[src/rtl/nes_joypad_bridge.sv]
// nes_joypad_bridge: front-end between serial NES/SNES pads and the NES core's
// per-port strobe/clock/data interface. Passthrough forwards the core's pad
// traffic; autopoll scans all pads periodically into a parallel button bus and
// answers the core's serial reads from a 4021-style shadow register per port.
module nes_joypad_bridge #(
  parameter int NUM_PADS      = 2,
  parameter int BITS          = 8,
  parameter int CLK_DIV       = 126,
  parameter int POLL_INTERVAL = 350000,
  parameter int SYNC_STAGES   = 2
) (
  input  logic                     clock,
  input  logic                     reset,
  input  logic                     mode,
  input  logic                     nes_strobe,
  input  logic [NUM_PADS-1:0]      nes_clock,
  output logic [NUM_PADS-1:0]      nes_data,
  output logic                     pad_strobe,
  output logic [NUM_PADS-1:0]      pad_clock,
  input  logic [NUM_PADS-1:0]      pad_data,
  output logic [NUM_PADS*BITS-1:0] buttons,
  output logic                     buttons_valid,
  output logic                     busy
);

  localparam int CNT_W   = $clog2(POLL_INTERVAL + 1);
  localparam int PHASE_W = $clog2(2 * CLK_DIV + 1);
  localparam int BIT_W   = $clog2(BITS);

  typedef enum logic [2:0] {
    S_IDLE, S_LATCH, S_SETTLE, S_LOW, S_HIGH, S_DONE
  } state_t;

  state_t              state, state_nxt;
  logic [CNT_W-1:0]    intv_cnt, intv_cnt_nxt;
  logic [PHASE_W-1:0]  phase_cnt, phase_cnt_nxt, phase_end;
  logic [BIT_W-1:0]    bit_idx, bit_idx_nxt, cap_idx;
  logic                cap_en;
  logic                mode_r;
  logic [NUM_PADS-1:0] sync_p [SYNC_STAGES];
  logic [NUM_PADS-1:0] pad_bit;
  logic                strobe_q;
  logic [NUM_PADS-1:0] pclk_q;
  logic [NUM_PADS-1:0] nclk_prev;
  logic [NUM_PADS-1:0] nclk_fall;
  logic [BITS-1:0]     sh     [NUM_PADS];
  logic [BITS-1:0]     shadow [NUM_PADS];

  assign pad_bit    = sync_p[SYNC_STAGES-1];
  assign nclk_fall  = nclk_prev & ~nes_clock;
  assign busy       = (state != S_IDLE);
  // mode_r only changes in IDLE, so a poll in flight keeps driving the pads.
  assign pad_strobe = mode_r ? (state == S_LATCH) : strobe_q;
  assign pad_clock  = mode_r ? {NUM_PADS{state != S_LOW}} : pclk_q;

  // Synchronise the asynchronous active-low pad data lines.
  always_ff @(posedge clock or posedge reset) begin
    if (reset) begin
      for (int s = 0; s < SYNC_STAGES; s++) sync_p[s] <= '1;
    end else begin
      sync_p[0] <= pad_data;
      for (int s = 1; s < SYNC_STAGES; s++) sync_p[s] <= sync_p[s-1];
    end
  end

  // Poll FSM state, interval/phase/bit counters and the IDLE-gated mode latch.
  always_ff @(posedge clock or posedge reset) begin
    if (reset) begin
      state     <= S_IDLE;
      intv_cnt  <= '0;
      phase_cnt <= '0;
      bit_idx   <= '0;
      mode_r    <= 1'b0;
    end else begin
      state     <= state_nxt;
      intv_cnt  <= intv_cnt_nxt;
      phase_cnt <= phase_cnt_nxt;
      bit_idx   <= bit_idx_nxt;
      if (state == S_IDLE) mode_r <= mode;
    end
  end

  // Next-state logic: phase timing and capture strobes for the shared pad sequence.
  always_comb begin
    state_nxt     = state;
    intv_cnt_nxt  = intv_cnt;
    phase_cnt_nxt = phase_cnt + PHASE_W'(1);
    bit_idx_nxt   = bit_idx;
    cap_en        = 1'b0;
    cap_idx       = bit_idx;
    phase_end     = (state == S_LATCH) ? PHASE_W'(2*CLK_DIV-1) : PHASE_W'(CLK_DIV-1);
    case (state)
      S_IDLE: begin
        phase_cnt_nxt = '0;
        // mode (not mode_r) is used here: mode_r is loaded from it this same
        // cycle, and this keeps the first poll exactly POLL_INTERVAL after reset.
        if (!mode) begin
          intv_cnt_nxt = '0;
        end else if (intv_cnt == CNT_W'(POLL_INTERVAL-1)) begin
          intv_cnt_nxt = '0;
          state_nxt    = S_LATCH;
        end else begin
          intv_cnt_nxt = intv_cnt + CNT_W'(1);
        end
      end
      S_LATCH: begin
        if (phase_cnt == phase_end) begin
          phase_cnt_nxt = '0;
          state_nxt     = S_SETTLE;
        end
      end
      S_SETTLE: begin
        if (phase_cnt == phase_end) begin
          phase_cnt_nxt = '0;
          cap_en        = 1'b1;
          cap_idx       = '0;
          bit_idx_nxt   = BIT_W'(1);
          state_nxt     = S_LOW;
        end
      end
      S_LOW: begin
        if (phase_cnt == phase_end) begin
          phase_cnt_nxt = '0;
          state_nxt     = S_HIGH;
        end
      end
      S_HIGH: begin
        if (phase_cnt == phase_end) begin
          phase_cnt_nxt = '0;
          cap_en        = 1'b1;
          if (bit_idx < BIT_W'(BITS-1)) begin
            bit_idx_nxt = bit_idx + BIT_W'(1);
            state_nxt   = S_LOW;
          end else begin
            state_nxt   = S_DONE;
          end
        end
      end
      S_DONE: begin
        phase_cnt_nxt = '0;
        bit_idx_nxt   = '0;
        state_nxt     = S_IDLE;
      end
      default: begin
        phase_cnt_nxt = '0;
        state_nxt     = S_IDLE;
      end
    endcase
  end

  // Collect captured bits and publish them as one coherent button word.
  always_ff @(posedge clock or posedge reset) begin
    if (reset) begin
      for (int i = 0; i < NUM_PADS; i++) sh[i] <= '0;
      buttons       <= '0;
      buttons_valid <= 1'b0;
    end else begin
      buttons_valid <= (state == S_DONE);
      if (cap_en) begin
        for (int i = 0; i < NUM_PADS; i++) sh[i][cap_idx] <= ~pad_bit[i];
      end
      if (state == S_DONE) begin
        for (int i = 0; i < NUM_PADS; i++) buttons[i*BITS +: BITS] <= sh[i];
      end
    end
  end

  // Core side: passthrough register stage and per-port 4021 shadow emulation.
  always_ff @(posedge clock or posedge reset) begin
    if (reset) begin
      strobe_q  <= 1'b0;
      pclk_q    <= '1;
      nclk_prev <= '1;
      nes_data  <= '0;
      for (int i = 0; i < NUM_PADS; i++) shadow[i] <= '0;
    end else begin
      strobe_q  <= nes_strobe;
      pclk_q    <= nes_clock;
      nclk_prev <= nes_clock;
      for (int i = 0; i < NUM_PADS; i++) begin
        // Strobe reload has priority over a coincident clock falling edge.
        if (nes_strobe)        shadow[i] <= buttons[i*BITS +: BITS];
        else if (nclk_fall[i]) shadow[i] <= {1'b1, shadow[i][BITS-1:1]};
        if (mode_r)                           nes_data[i] <= shadow[i][0];
        else if (nes_strobe || nclk_fall[i])  nes_data[i] <= ~pad_bit[i];
      end
    end
  end

endmodule
[config.mk]
export PLATFORM = sky130hd
export DESIGN_NAME = nes_joypad_bridge
export DESIGN_NICKNAME = d
export VERILOG_FILES = /design/src/rtl/nes_joypad_bridge.sv
export SDC_FILE = /design/constraint.sdc
export NUM_CORES = 1
export LEC_CHECK = 0
export CORE_MARGIN = 5
export CORE_UTILIZATION = 50
export CTS_BUF_LIST = sky130_fd_sc_hd__clkbuf_2 sky130_fd_sc_hd__clkbuf_4 sky130_fd_sc_hd__clkbuf_8
export CTS_CLUSTER_SIZE = 30
export DETAILED_ROUTE_END_ITERATION = 16
export PLACE_DENSITY = 0.8
export SYNTH_ARGS = -nofsm -noshare
export SYNTH_HDL_FRONTEND = slang
export SYNTH_SLANG_ARGS = --single-unit
[constraint.sdc]
create_clock -name clock -period 2.9 [get_ports clock]
set_input_delay 0.29 -clock clock [delete_from_list [all_inputs] [get_ports clock]]
set_output_delay 0.29 -clock clock [all_outputs]
set_load 0.02 [all_outputs]
==> results.txt <==
----------------------------------------------------
[Run status]
  Status ... finished, final reports clean

[Critical path]
  Crit-path slowest cell ... clkdlybuf4s50_1
  CP startpoint ... state[1]
  Required @ worst endpoint ... 2.61 ns
  Worst setup path category ... reg2out
  Sum of buffers and inverters on the critical path ... 1
  Crit path max-delay family ... buffers and inverters
  Worst stage delay on the critical path ... 0.60 ns
  Source of the worst register-to-register timing path ... state[0]
  Arr. time, crit path ... 2.19 ns
  Capture point of the worst reg-to-reg path ... sh[14]
  Register-to-register setup slack ... 0.49 ns
  Crit path capture ... pad_clock[0]
  CP Depth ... 3
  Worst-path cell chain ... nor2b_1 -> a31oi_1 -> clkdlybuf4s50_1
  Maximum fanout encountered on the critical timing path ... 9
  CP Launch Type ... flip-flop
  Cell depth of the worst flop-to-flop path ... 5
  Endpoint type of the worst setup path ... output port

[Floorplan]
  Die Y ... 102 um
  Die Width ... 102 um
  Area of the die ... 10500 um^2
  Initial standard-cell utilization of the core ... 0.518
  Core Region ... 8260 um^2
  FP Rows ... 33
  Boundary Pins ... 31

[Timing]
  Timing-limited maximum frequency ... 404 MHz
  RSZ-0062 raised after global routing ... false
  Post-route fraction of the period consumed by the critical path ... 0.854
  Maximum clock skew at final layout ... 0.0112 ns
  Worst-case headroom to the max-slew limit ... 0.559
  Endpoints failing hold ... 0
  Final setup violation count ... 0
  Setup TNS after final layout ... 0 ns
  Worst setup slack after layout ... 0.424 ns
  Final critical-path required period ... 2.48 ns
  Total count of max-transition violations in the final report ... 0
  Slew @ Worst Pin ... 0.659 ns

[Global route]
  Overflow after GRT ... 0
  Wire length of the first global-routing pass ... 15.5 mm
  Most heavily used metal layer in global routing ... met2
  Antenna violations before repair ... 0
  Met3 Resource Use GR ... 0.0491
  Global-route total usage across every layer ... 0.187
  Vias in the first global route ... 3252
  Maximum number of pins on one net before global-route repair ... 46
  GR Util met1 ... 0.242
  Met2 routing resource usage after global routing ... 0.304

[CTS]
  CTS tree ... yes
  TritonCTS Sinks ... 92
  Number of post-CTS setup repair buffers ... 0
  Max Root-Sink Buffers ... 2
  H-Tree Depth ... 3
  Number of cells upsized or downsized after cts ... 0
  Clock insertion delay at the later pin of the skew report ... 0.36 ns
  Root Buffer ... clkbuf_8
  Clock-pin slew of the registers on the worst-case setup and hold paths ... 0.08 ns
  Total of hold buffers inserted after clock tree synthesis ... 0
  Total clock buffers created by CTS ... 9

[Detailed routing]
  DR pass1 iterations ... 5
  Count of routing violations after the opening detailed-route iteration ... 208
  Routed wire length ... 8.88 mm
  Routed length per instance ... 16.2 um
  DR vias ... 3202
  Average via count per standard cell ... 5.85
  Post-route DRC ... 0
  Final antenna-violating net count ... 0

[Yosys]
  Number of different library cells in the post-synthesis netlist ... 51
  Prevailing post-synth register cell ... dfrtp_1
  Number of nets in the synthesized netlist ... 420
  Top cells by area, synth ... dfrtp_1 (50%), mux2_2 (7.4%), nand2_1 (4.5%)
  Synthesized area per cell ... 10.5 um^2
  Count of flip-flops with a built-in enable after synthesis ... 0
  Syn Inst Count ... 409
  Post-Synthesis Cell Area ... 4280 um^2
  Number of synthesized register bits ... 92
  Fraction of registers with async set/reset ... 1.00
  Share of the yosys chip area belonging to registers ... 0.540
  Area leader, netlist ... dfrtp_1
  Warning count from the yosys run ... 0
  Synth top area share ... 0.503

[Power]
  Maximum resistive drop on vdd ... 0.240 mV
  Pwr per Cell Area ... 479 nW/um^2
  Power, Total ... 2.35 mW
  Pleak ... 2.19 nW

[Job]
  Max-cap violations ... 0

[Finish]
  Share of the core filled with cells in the final layout ... 0.594
  Layout overhead on the synthesized area ... 14.8%
  Post-layout net count ... 448
  Number of diodes ... 0
  Number of filler instances in the final layout ... 670
  Post-route standard cell area excluding fillers ... 4910 um^2
  Fraction of final layout cells with drive strength greater than 1 ... 0.147

[Placement]
  Placed inst area ... 4680 um^2
  Final weighted congestion of routability-driven global placement ... 0.905
  Quantity of I/O buffers inserted on ports ... 30
  HPWL after detailed placement ... 6.14 mm
  Post-Place Worst Slack ... 0.561 ns

[Hold path]
  Class of the tightest hold or removal check ... in2async

----------------------------------------------------
metrics by stage:
stage / cells / hold WS, ns
detailed placement: 531 / 0.349
global placement: 531 / 0.347
CTS: 547 / 0.280
global route: 547 / 0.311
finish: 547 / 0.272
floorplan: 409 / 0.294
power by group:
part           switching [mW]  internal (mW)  total [mW]
Combinational          0.0507         0.0266      0.0773
Sequential            0.00692           1.30        1.30
Clock                   0.453          0.515       0.968
cells in the final DEF (no fill, tap or decap), drive strengths merged, types with 12 or more instances in the layout:
master and count:
clkdlybuf4s50 30, dfrtp 86, inv 21, mux2 30, mux2i 18, nand2 51, nand3 22, nand4 12
nor2 25, o21ai 33
synthesized netlist by cell type, drive strengths merged (8+ instances only):
| master | count |
|---|---|
| a21oi | 8 |
| dfrtp | 86 |
| o21ai | 33 |
| nand3 | 22 |
| clkbuf | 14 |
| mux2 | 30 |
| nand4 | 12 |
| nand2 | 51 |
| mux2i | 18 |
| inv | 20 |
| nor2 | 25 |
| nor3 | 8 |
| a31oi | 10 |
sequential cells by signal (all words and copies together) (netlist names):
signal	flops
bit_idx	3
buttons	16
buttons_valid	1
phase_cnt	8
mode_r	1
nes_data	2
sh	16
nclk_prev	2
intv_cnt	19
sync_p	2
pad_bit	2
shadow	16
strobe_q	1
state	3
final cells by class:
type | count | area, um^2 | share of cell area
flip-flops and latches | 92 | 2310 | 0.471
multi-input cells | 276 | 1790 | 0.365
repair buffers | 37 | 365 | 0.0744
clock buffers | 10 | 138 | 0.0280
well taps | 105 | 131 | 0.0268
clock inverters | 6 | 92.6 | 0.0189
inverters | 21 | 80.1 | 0.0163
logic make-up (layout without fill, tap and decap cells):
logic type | count (synthesis) | count (layout) | share of synthesized area
simple gates | 151 | 151 | 0.178
flops | 92 | 92 | 0.540
compound gates | 66 | 66 | 0.0931
mux | 48 | 48 | 0.123
buf+inv | 41 | 74 | 0.0407
xor+xnor | 8 | 8 | 0.0164
fa+ha+maj | 3 | 3 | 0.00878
routing by layer:
metal,part of all wire,vias up
met5,0,-
met4,0.028,0
met3,0.058,21
met2,0.48,96
met1,0.43,1577
li1,-,1508
how the worst min path moves through the flow:
| stage | end | slack [ns] | depth (start not counted) |
|---|---|---|---|
| 2_1_floorplan | nclk_prev[0] | 0.29 | 0 |
| 3_3_place_gp | pad_bit[1] | 0.35 | 0 |
| 3_5_place_dp | pad_bit[1] | 0.35 | 0 |
| 4_1_cts | sh[10] | 0.28 | 2 |
| 5_1_grt | sh[10] | 0.31 | 2 |
| 6_report | sh[10] | 0.27 | 2 |
(Power assumes the default switching activity.)
